**src/rtl/spi_slave_cmd_decoder.sv**
```systemverilog
// SPI/QPI slave command decoder.
// Shifts in a CMD_WIDTH-bit command (1 or 4 bits per sclk), decodes the low
// byte into phase controls, and keeps a saturating count of bad commands.
module spi_slave_cmd_decoder #(
    parameter int CMD_WIDTH    = 8,
    parameter int NUM_REGS     = 4,
    parameter int DUMMY_CYCLES = 8,
    parameter int ERR_CNT_W    = 8,
    localparam int RS_W        = (NUM_REGS > 2) ? $clog2(NUM_REGS) : 1
) (
    input  logic                  sclk,
    input  logic                  rstn,
    input  logic                  en,
    input  logic                  qpi_mode,
    input  logic [3:0]            sdi,
    input  logic                  err_clr,
    output logic                  cmd_valid,
    output logic [CMD_WIDTH-1:0]  cmd,
    output logic                  get_addr,
    output logic                  get_mode,
    output logic                  get_data,
    output logic                  send_data,
    output logic                  enable_cont,
    output logic                  enable_regs,
    output logic                  wait_dummy,
    output logic                  error,
    output logic [RS_W-1:0]       reg_sel,
    output logic [7:0]            dummy_cycles,
    output logic                  busy,
    output logic [ERR_CNT_W-1:0]  err_cnt
);

    localparam int               CNT_W    = $clog2(CMD_WIDTH);
    localparam logic [CNT_W-1:0] LAST_SPI = CNT_W'(CMD_WIDTH - 1);
    localparam logic [CNT_W-1:0] LAST_QPI = CNT_W'(CMD_WIDTH / 4 - 1);
    localparam logic [4:0]       NREGS5   = 5'(NUM_REGS);
    localparam logic [7:0]       DUMMY8   = 8'(DUMMY_CYCLES);

    typedef enum logic [1:0] {
        IDLE  = 2'd0,
        SHIFT = 2'd1,
        HOLD  = 2'd2
    } state_t;

    typedef struct packed {
        logic            get_addr;
        logic            get_mode;
        logic            get_data;
        logic            send_data;
        logic            enable_cont;
        logic            enable_regs;
        logic            wait_dummy;
        logic            error;
        logic [RS_W-1:0] reg_sel;
        logic [7:0]      dummy;
    } dec_t;

    // Value held by the decoded outputs while in reset: everything low
    // except error.
    localparam dec_t DEC_RST = '{error: 1'b1, default: '0};

    state_t               state, state_d;
    logic [CMD_WIDTH-1:0] sr, sr_nxt;
    logic [CNT_W-1:0]     cnt;
    logic                 qpi_q;
    logic                 mode_now;
    logic                 last_beat;
    logic                 capture;
    logic                 final_cap;
    logic                 abort;
    dec_t                 dec_q;

    // Map a complete command word to its phase controls.
    function automatic dec_t decode(input logic [CMD_WIDTH-1:0] c);
        dec_t       d;
        logic [7:0] b;
        logic [3:0] k;
        logic       k_ok;
        d    = '0;
        b    = c[7:0];
        k    = b[7:4];
        k_ok = ({1'b0, k} >= 5'd2) && ({1'b0, k} < NREGS5);
        if ((c >> 8) != '0) begin
            d.error = 1'b1;
        end else begin
            case (b)
                8'h01: begin
                    d.get_data    = 1'b1;
                    d.enable_regs = 1'b1;
                end
                8'h02: begin
                    d.get_addr    = 1'b1;
                    d.get_data    = 1'b1;
                    d.enable_cont = 1'b1;
                end
                8'h05: begin
                    d.send_data   = 1'b1;
                    d.enable_regs = 1'b1;
                end
                8'h07: begin
                    d.send_data   = 1'b1;
                    d.enable_regs = 1'b1;
                    d.reg_sel     = RS_W'(1);
                end
                8'h0B: begin
                    d.get_addr    = 1'b1;
                    d.send_data   = 1'b1;
                    d.enable_cont = 1'b1;
                    d.wait_dummy  = 1'b1;
                    d.dummy       = DUMMY8;
                end
                8'h11: begin
                    d.get_data    = 1'b1;
                    d.enable_regs = 1'b1;
                    d.reg_sel     = RS_W'(1);
                end
                default: begin
                    // 0xK0 / 0xK1 select register set K for K >= 2
                    if (b[3:0] == 4'h0 && k_ok) begin
                        d.get_data    = 1'b1;
                        d.enable_regs = 1'b1;
                        d.reg_sel     = k[RS_W-1:0];
                    end else if (b[3:0] == 4'h1 && k_ok) begin
                        d.send_data   = 1'b1;
                        d.enable_regs = 1'b1;
                        d.reg_sel     = k[RS_W-1:0];
                    end else begin
                        d.error = 1'b1;
                    end
                end
            endcase
        end
        return d;
    endfunction

    // The first beat uses the live mode pin; later beats use the latched copy
    // so a mid-command change of qpi_mode has no effect.
    assign mode_now  = (state == IDLE) ? qpi_mode : qpi_q;
    assign last_beat = (cnt == (mode_now ? LAST_QPI : LAST_SPI));
    assign sr_nxt    = mode_now ? {sr[CMD_WIDTH-5:0], sdi} : {sr[CMD_WIDTH-2:0], sdi[0]};

    // State register.
    always_ff @(posedge sclk or negedge rstn) begin
        if (!rstn) state <= IDLE;
        else       state <= state_d;
    end

    // Next-state logic and datapath strobes.
    always_comb begin
        state_d   = state;
        capture   = 1'b0;
        final_cap = 1'b0;
        abort     = 1'b0;
        case (state)
            IDLE: begin
                if (en) begin
                    capture = 1'b1;
                    state_d = SHIFT;
                end
            end
            SHIFT: begin
                if (!en) begin
                    abort   = 1'b1;
                    state_d = IDLE;
                end else begin
                    capture = 1'b1;
                    if (last_beat) begin
                        final_cap = 1'b1;
                        state_d   = HOLD;
                    end
                end
            end
            HOLD: begin
                if (!en) state_d = IDLE;
            end
            default: state_d = IDLE;
        endcase
    end

    // Shift register, beat counter, command word and decoded fields.
    always_ff @(posedge sclk or negedge rstn) begin
        if (!rstn) begin
            sr        <= '0;
            cnt       <= '0;
            qpi_q     <= 1'b0;
            cmd       <= '0;
            cmd_valid <= 1'b0;
            dec_q     <= DEC_RST;
        end else begin
            cmd_valid <= 1'b0;
            if (state == IDLE && en) qpi_q <= qpi_mode;
            if (abort) begin
                sr  <= '0;
                cnt <= '0;
            end else if (final_cap) begin
                sr        <= '0;
                cnt       <= '0;
                cmd       <= sr_nxt;
                dec_q     <= decode(sr_nxt);
                cmd_valid <= 1'b1;
            end else if (capture) begin
                sr  <= sr_nxt;
                cnt <= cnt + CNT_W'(1);
            end
        end
    end

    // Error counter: counts at the end of an error cmd_valid cycle, saturates,
    // and a simultaneous clear takes priority.
    always_ff @(posedge sclk or negedge rstn) begin
        if (!rstn) begin
            err_cnt <= '0;
        end else if (err_clr) begin
            err_cnt <= '0;
        end else if (cmd_valid && dec_q.error && (err_cnt != '1)) begin
            err_cnt <= err_cnt + ERR_CNT_W'(1);
        end
    end

    assign get_addr     = dec_q.get_addr;
    assign get_mode     = dec_q.get_mode;
    assign get_data     = dec_q.get_data;
    assign send_data    = dec_q.send_data;
    assign enable_cont  = dec_q.enable_cont;
    assign enable_regs  = dec_q.enable_regs;
    assign wait_dummy   = dec_q.wait_dummy;
    assign error        = dec_q.error;
    assign reg_sel      = dec_q.reg_sel;
    assign dummy_cycles = dec_q.dummy;
    assign busy         = (state != IDLE);

endmodule
```
**config.mk**
```make
export PLATFORM = sky130hd
export DESIGN_NAME = spi_slave_cmd_decoder
export DESIGN_NICKNAME = d
export VERILOG_FILES = /design/src/rtl/spi_slave_cmd_decoder.sv
export SDC_FILE = /design/constraint.sdc
export NUM_CORES = 1
export LEC_CHECK = 0
export CAP_MARGIN = 15
export CORE_AREA = 2 2 67 69
export CTS_CLUSTER_DIAMETER = 150
export DETAILED_ROUTE_END_ITERATION = 16
export DIE_AREA = 0 0 69 71
export PLACE_DENSITY = 0.92
export SYNTH_ARGS = -nofsm -noshare
export SYNTH_HDL_FRONTEND = slang
export SYNTH_SLANG_ARGS = --single-unit
```
**constraint.sdc**
```tcl
create_clock -name sclk -period 5.55 [get_ports sclk]
set_input_delay 0.8325 -clock sclk [delete_from_list [all_inputs] [get_ports sclk]]
set_output_delay 0.8325 -clock sclk [all_outputs]
set_load 0.02 [all_outputs]
```
==> impl_metrics.yaml, run 1 <==
status:
  outcome: "finished, final reports clean"
clock_network:
  clk_latency_ns: 0.29
  ctsHtreeMaxLevel: 2
  cts-buffers-inserted: 5
  cts_tree: "built"
  cts-hold-fix-buffers: 0
  tritoncts_num_sinks: 38
  cts_buffer_depth: 2
  cts_setup_buffers: 0
  ctsResizeCount: 0
  cts-root-buf: "clkbuf_8"
  clk_pin_slew_ns: 0.07
min_path:
  hold_path.startpoint: "reg_sel[0]"
  hp-class: "reg -> reg"
  min_to: "reg_sel[0]"
  whs_path_depth: 1
worst_setup_path:
  arrival_ns: 2.77
  slowest_delay_ns: 0.71
  path_delay_family: "multiplexers"
  r2r-start: "state[0]"
  end_kind: "register"
  crit_cells: 5
  rr_worst_depth: 5
  path_class: "in -> reg"
  cp_data_required_time_ns: 5.71
  reg2reg_to: "sr[2]"
  cp.buffers_inverters: 1
  critPathSlowestCell: "mux2i_4"
  start_kind: "primary input"
  critPathMaxFanout: 25
  ff2ff_setup_slack_ns: 3.22
  path_cells: "clkdlybuf4s50_1, mux2i_4, mux2i_1, o21bai_2, o21ai_0"
cells_and_area:
  multiInputGateArea_um2: 1130
  drive_above_1_share: 0.0758
  final_cell_mix: "dfrtp_1, clkdlybuf4s50_1, nand2_1"
  diodes: 0
  area.growth.synth_to_final_pct: 16.5
  final_cells: 316
  fill_cells: 375
  seqCellArea_um2: 952
  mostFrequentLayoutCell: "dfrtp_1"
  nNetsFinal: 274
die:
  rows: 24
  chipWidth_um: 69
  core_area_um2: 4200
  dieArea_um2: 4900
  die_h_um: 71
  start_util: 0.532
  ios: 45
route:
  totalWireLength_um: 4570
  vias_per_cell: 5.73
  drt_first_iter_violations: 99
  drcViolationCount: 0
  vias: 1812
  first_pass_iters: 4
  wl_per_cell_um: 14.4
  ant_nets: 0
logic_synthesis:
  async_reset_ff_frac: 1.00
  ys_seq_elements: 38
  seq_area_frac_synth: 0.426
  yosys_warnings: 0
  ys_types: 54
  syn-cell-area_um2: 2240
  synth_cells: 235
  synth-edff-count: 0
  synth_flop_cell: "dfrtp_1"
  syn_area_per_cell_um2: 9.51
place:
  place_ws_ns: 2.58
  dpl.cell_count: 308
  gp_congestion: 0.874
  portBuffers: 36
  dp.final_hpwl_um: 3200
pwr:
  p_leak_nw: 1.08
  p_total_mw: 1.13
  power_density_nw_per_um2: 434
  peakVddDrop_uv: 304
job:
  cap_violations: 0
timing:
  finalSetupTns_ns: 0
  slew_viol_final: 0
  setup_slack_ns: 2.94
  tightest_slew_ns: 0.912
  setup_violations: 0
  rsz0062_at_grt: "false"
  clock.fmax_mhz: 383
  clock_skew_ns: 0.00743
  fin_crit_ns: 2.61
  period_share: 0.470
  slew-limit-headroom: 0.379
  hold_viol_final: 0
  hold-worst-slack_ns: 0.486
global_route:
  grt_antenna_before_repair: 0
  track_usage: 0.199
  grt_pass1_vias: 1706
  grt_pass1_wl_um: 7910
  grt_max_degree: 39
  grt_overflow: 0
-- layer usage --
layer / vias up / part of all wire / global-route usage
li1: 882 / - / -
met1: 866 / 0.44 / 0.259
met2: 56 / 0.50 / 0.331
met3: 8 / 0.046 / 0.0484
met4: 0 / 0.016 / 0.0632
met5: - / 0 / 0
-- synthesized netlist by cell type (2+ instances only) --
master	n	area [um^2]
or4b_1	2	20.0
mux2_2	5	56.3
a31oi_1	3	18.8
nor2b_1	4	25.0
nor4_1	4	25.0
nand3b_1	2	15.0
nand4_1	7	43.8
dfrtp_1	37	926
nor3_1	4	20.0
mux2i_1	11	110
nand2_1	26	97.6
nand3_1	10	50.1
o21a_1	3	22.5
ha_1	2	25.0
inv_1	6	22.5
and2_1	2	12.5
clkbuf_1	4	15.0
a211oi_1	2	15.0
xor2_1	5	43.8
nor3b_1	3	22.5
o211ai_1	2	15.0
clkbuf_8	2	27.5
nand2b_1	3	18.8
nor2_1	23	86.3
nor4b_1	3	26.3
buf_4	12	90.1
o21ai_0	12	60.1
a21oi_1	9	45.0
buf_2	2	10.0
-- layout make-up --
cell class | count | share of cell area
multi-input combinational | 176 | 0.434
inverter | 6 | 0.00865
tap | 52 | 0.0250
timing repair buffer | 36 | 0.136
sequential | 38 | 0.366
clock buffer | 8 | 0.0307
-- state kept, by name (all words and copies together) (netlist names), 2 cells and up --
name and cells:
sr 7, err_cnt 8, cnt 3, state 2
cmd 8, reg_sel 2
-- cells by family after synthesis --
logic type                 synth area share
and+or+nand+nor                       0.235
AOI/OAI and AO/OA                     0.121
DFF                                   0.426
buffers and inverters                0.0806
muxes                                 0.101
xor gates and xnor gates             0.0235
adders and majority gates            0.0112
other                               0.00168
-- metrics by stage --
stage	cell area (um^2)	util
finish	2610	0.620
global route	2610	0.620
CTS	2610	0.620
detailed placement	2520	0.601
global placement	2520	0.601
floorplan	2260	-
-- worst reg2reg max path: cells and delay by family (launching register included) --
kind | cells | cell delay [ns]
flops | 1 | 0.47
mux | 2 | 1.04
compound gates | 2 | 0.51
simple gates | 1 | 0.18
-- where the power goes --
part | switching (mW) | internal (mW) | leakage, nW | total (mW)
registers | 0.101 | 0.363 | 0.488 | 0.465
logic | 0.254 | 0.233 | 0.557 | 0.487
clock network | 0.0891 | 0.0891 | 0.0395 | 0.178
total | 0.445 | 0.685 | 1.08 | 1.13
-- worst max path at each step --
stage / slack, ns / end / start
6_report: 2.94 / sr[2] / qpi_mode
5_1_grt: 2.74 / sr[2] / qpi_mode
4_1_cts: 2.90 / sr[2] / qpi_mode
3_5_place_dp: 2.58 / sr[2] / qpi_mode
3_3_place_gp: 2.68 / cnt[2] / qpi_mode
2_1_floorplan: 3.48 / enable_regs / sdi[1]
Note: power is estimated with default switching activity, not from simulation.
==> run 2, diff against run 1 <==
Settings changed: CORE_AREA 2 2 67 69 to 2 2 70 72, DIE_AREA 0 0 69 71 to 0 0 72 74, PLACE_DENSITY 0.92 to 0.86.
Clock period 5.55 ns to 2.69 ns, I/O delays scaled along.
==> run 2 against run 1 <==
Compared with the run above:
- first-iteration DRC count down 16%
- critical path type is now reg -> reg
- non-clock buffer count up 4
- combinational power up 110%
- sequential cell count unchanged
- critical path depth up 1
==> impl_metrics.yaml, run 2 (synthesized netlist as in run 1, its figures left out) <==
clock_network:
  cts_buffer_depth: 2
  cts_tree: "built"
  clk_latency_ns: 0.29
  cts_setup_buffers: 0
  cts-root-buf: "clkbuf_8"
  ctsResizeCount: 0
  cts-hold-fix-buffers: 0
  clk_pin_slew_ns: 0.08
  tritoncts_num_sinks: 38
  cts-buffers-inserted: 5
  ctsHtreeMaxLevel: 2
timing:
  slew_viol_final: 0
  setup_violations: 0
  tightest_slew_ns: 0.839
  clock.fmax_mhz: 471
  period_share: 0.789
  slew-limit-headroom: 0.441
  rsz0062_at_grt: "false"
  clock_skew_ns: 0.0104
  setup_slack_ns: 0.567
  fin_crit_ns: 2.12
  finalSetupTns_ns: 0
  hold_viol_final: 0
pwr:
  p_sw_mw: 0.931
  power_frac_comb: 0.418
  p_leak_nw: 1.12
  peakVddDrop_uv: 475
  switching_share: 0.383
  power_density_nw_per_um2: 911
  power_frac_seq: 0.394
  power.share.clock: 0.188
  internal-power_mw: 1.50
global_route:
  grt_max_degree: 39
  grt_overflow: 0
  grt_pass1_vias: 1711
  grt_pass1_wl_um: 8090
  track_usage: 0.193
  grt_antenna_before_repair: 0
job:
  cap_violations: 0
worst_setup_path:
  arrival_ns: 2.31
  start_kind: "register"
  slowest_delay_ns: 0.50
  ff2ff_setup_slack_ns: 0.57
  cp_data_required_time_ns: 2.87
  cp.buffers_inverters: 1
  end_kind: "register"
  path_delay_family: "multiplexers"
  critPathMaxFanout: 13
  critPathSlowestCell: "mux2i_4"
  path_class: "reg -> reg"
  path_cells: "nor2_4, mux2i_4, buf_4, mux2i_1, o211ai_2, o21a_1"
route:
  ant_nets: 0
  drt_first_iter_violations: 83
  wl_per_cell_um: 14.4
  drcViolationCount: 0
  vias: 1815
  first_pass_iters: 4
  totalWireLength_um: 4630
  vias_per_cell: 5.64
cells_and_area:
  diodes: 0
  nNetsFinal: 278
  mostFrequentLayoutCell: "dfrtp_1"
  drive_above_1_share: 0.101
  area.growth.synth_to_final_pct: 19.3
  final_cell_mix: "dfrtp_1, clkdlybuf4s50_1, nand2_1"
  multiInputGateArea_um2: 1130
  final_cells: 322
  fill_cells: 398
  reg_top3: "cmd x8, err_cnt x8, sr x7"
  seqCellArea_um2: 952
place:
  portBuffers: 36
  dpl.cell_count: 314
  dp.final_hpwl_um: 3390
  gp_congestion: 0.865
  place_ws_ns: 0.372
status:
  outcome: "finished, final reports clean"
die:
  rows: 25
  chipWidth_um: 72
  ios: 45
  core_area_um2: 4600
  die_h_um: 74
  dieArea_um2: 5330
  start_util: 0.486
min_path:
  hp-class: "in -> async"
[run 2: area by class of cell]
cell class,count,area share
clock buffer,8,0.0413
timing repair buffer,40,0.144
tap,54,0.0253
multi-input combinational,176,0.424
inverter,6,0.00844
sequential,38,0.357
[run 2: metal layers]
layer  vias up  global-route usage  share of wire
li1        886                   -              -
met1       872               0.254           0.47
met2        51               0.329           0.48
met3         6              0.0285          0.036
met4         0              0.0713          0.012
met5         -                   0              0
[run 2: stage by stage]
| stage | cell area (um^2) | hold slack [ns] | power [mW] | util |
|---|---|---|---|---|
| detailed placement | 2560 | 0.483 | 1.99 | 0.556 |
| global route | 2670 | 0.274 | 2.60 | 0.580 |
| finish | 2670 | 0.207 | 2.43 | 0.580 |
| CTS | 2670 | 0.232 | 2.45 | 0.580 |
| global placement | 2560 | 0.478 | 1.97 | 0.556 |
| floorplan | 2260 | 0.108 | 1.62 | - |
[run 2: final timing paths]
| check | start | endpoint | cells past startpoint |
|---|---|---|---|
| min | rstn | state[0] | 1 |
| min in group sclk | reg_sel[0] | reg_sel[0] | 1 |
| max in group asynchronous | rstn | err_cnt[3] | 1 |
| min reg2reg | reg_sel[0] | reg_sel[0] | 1 |
| max reg2reg | state[0] | reg_sel[0] | 6 |
| max | state[0] | reg_sel[0] | 6 |
[run 2: power groups by stage]
stage	Sequential (mW)	Combinational [mW]	Clock [mW]
final	0.958	1.02	0.456
after global routing	0.993	1.12	0.489
after CTS	0.956	1.03	0.464
after detailed placement	0.964	1.02	0
after global placement	0.959	1.01	0
after floorplan	1.02	0.597	0
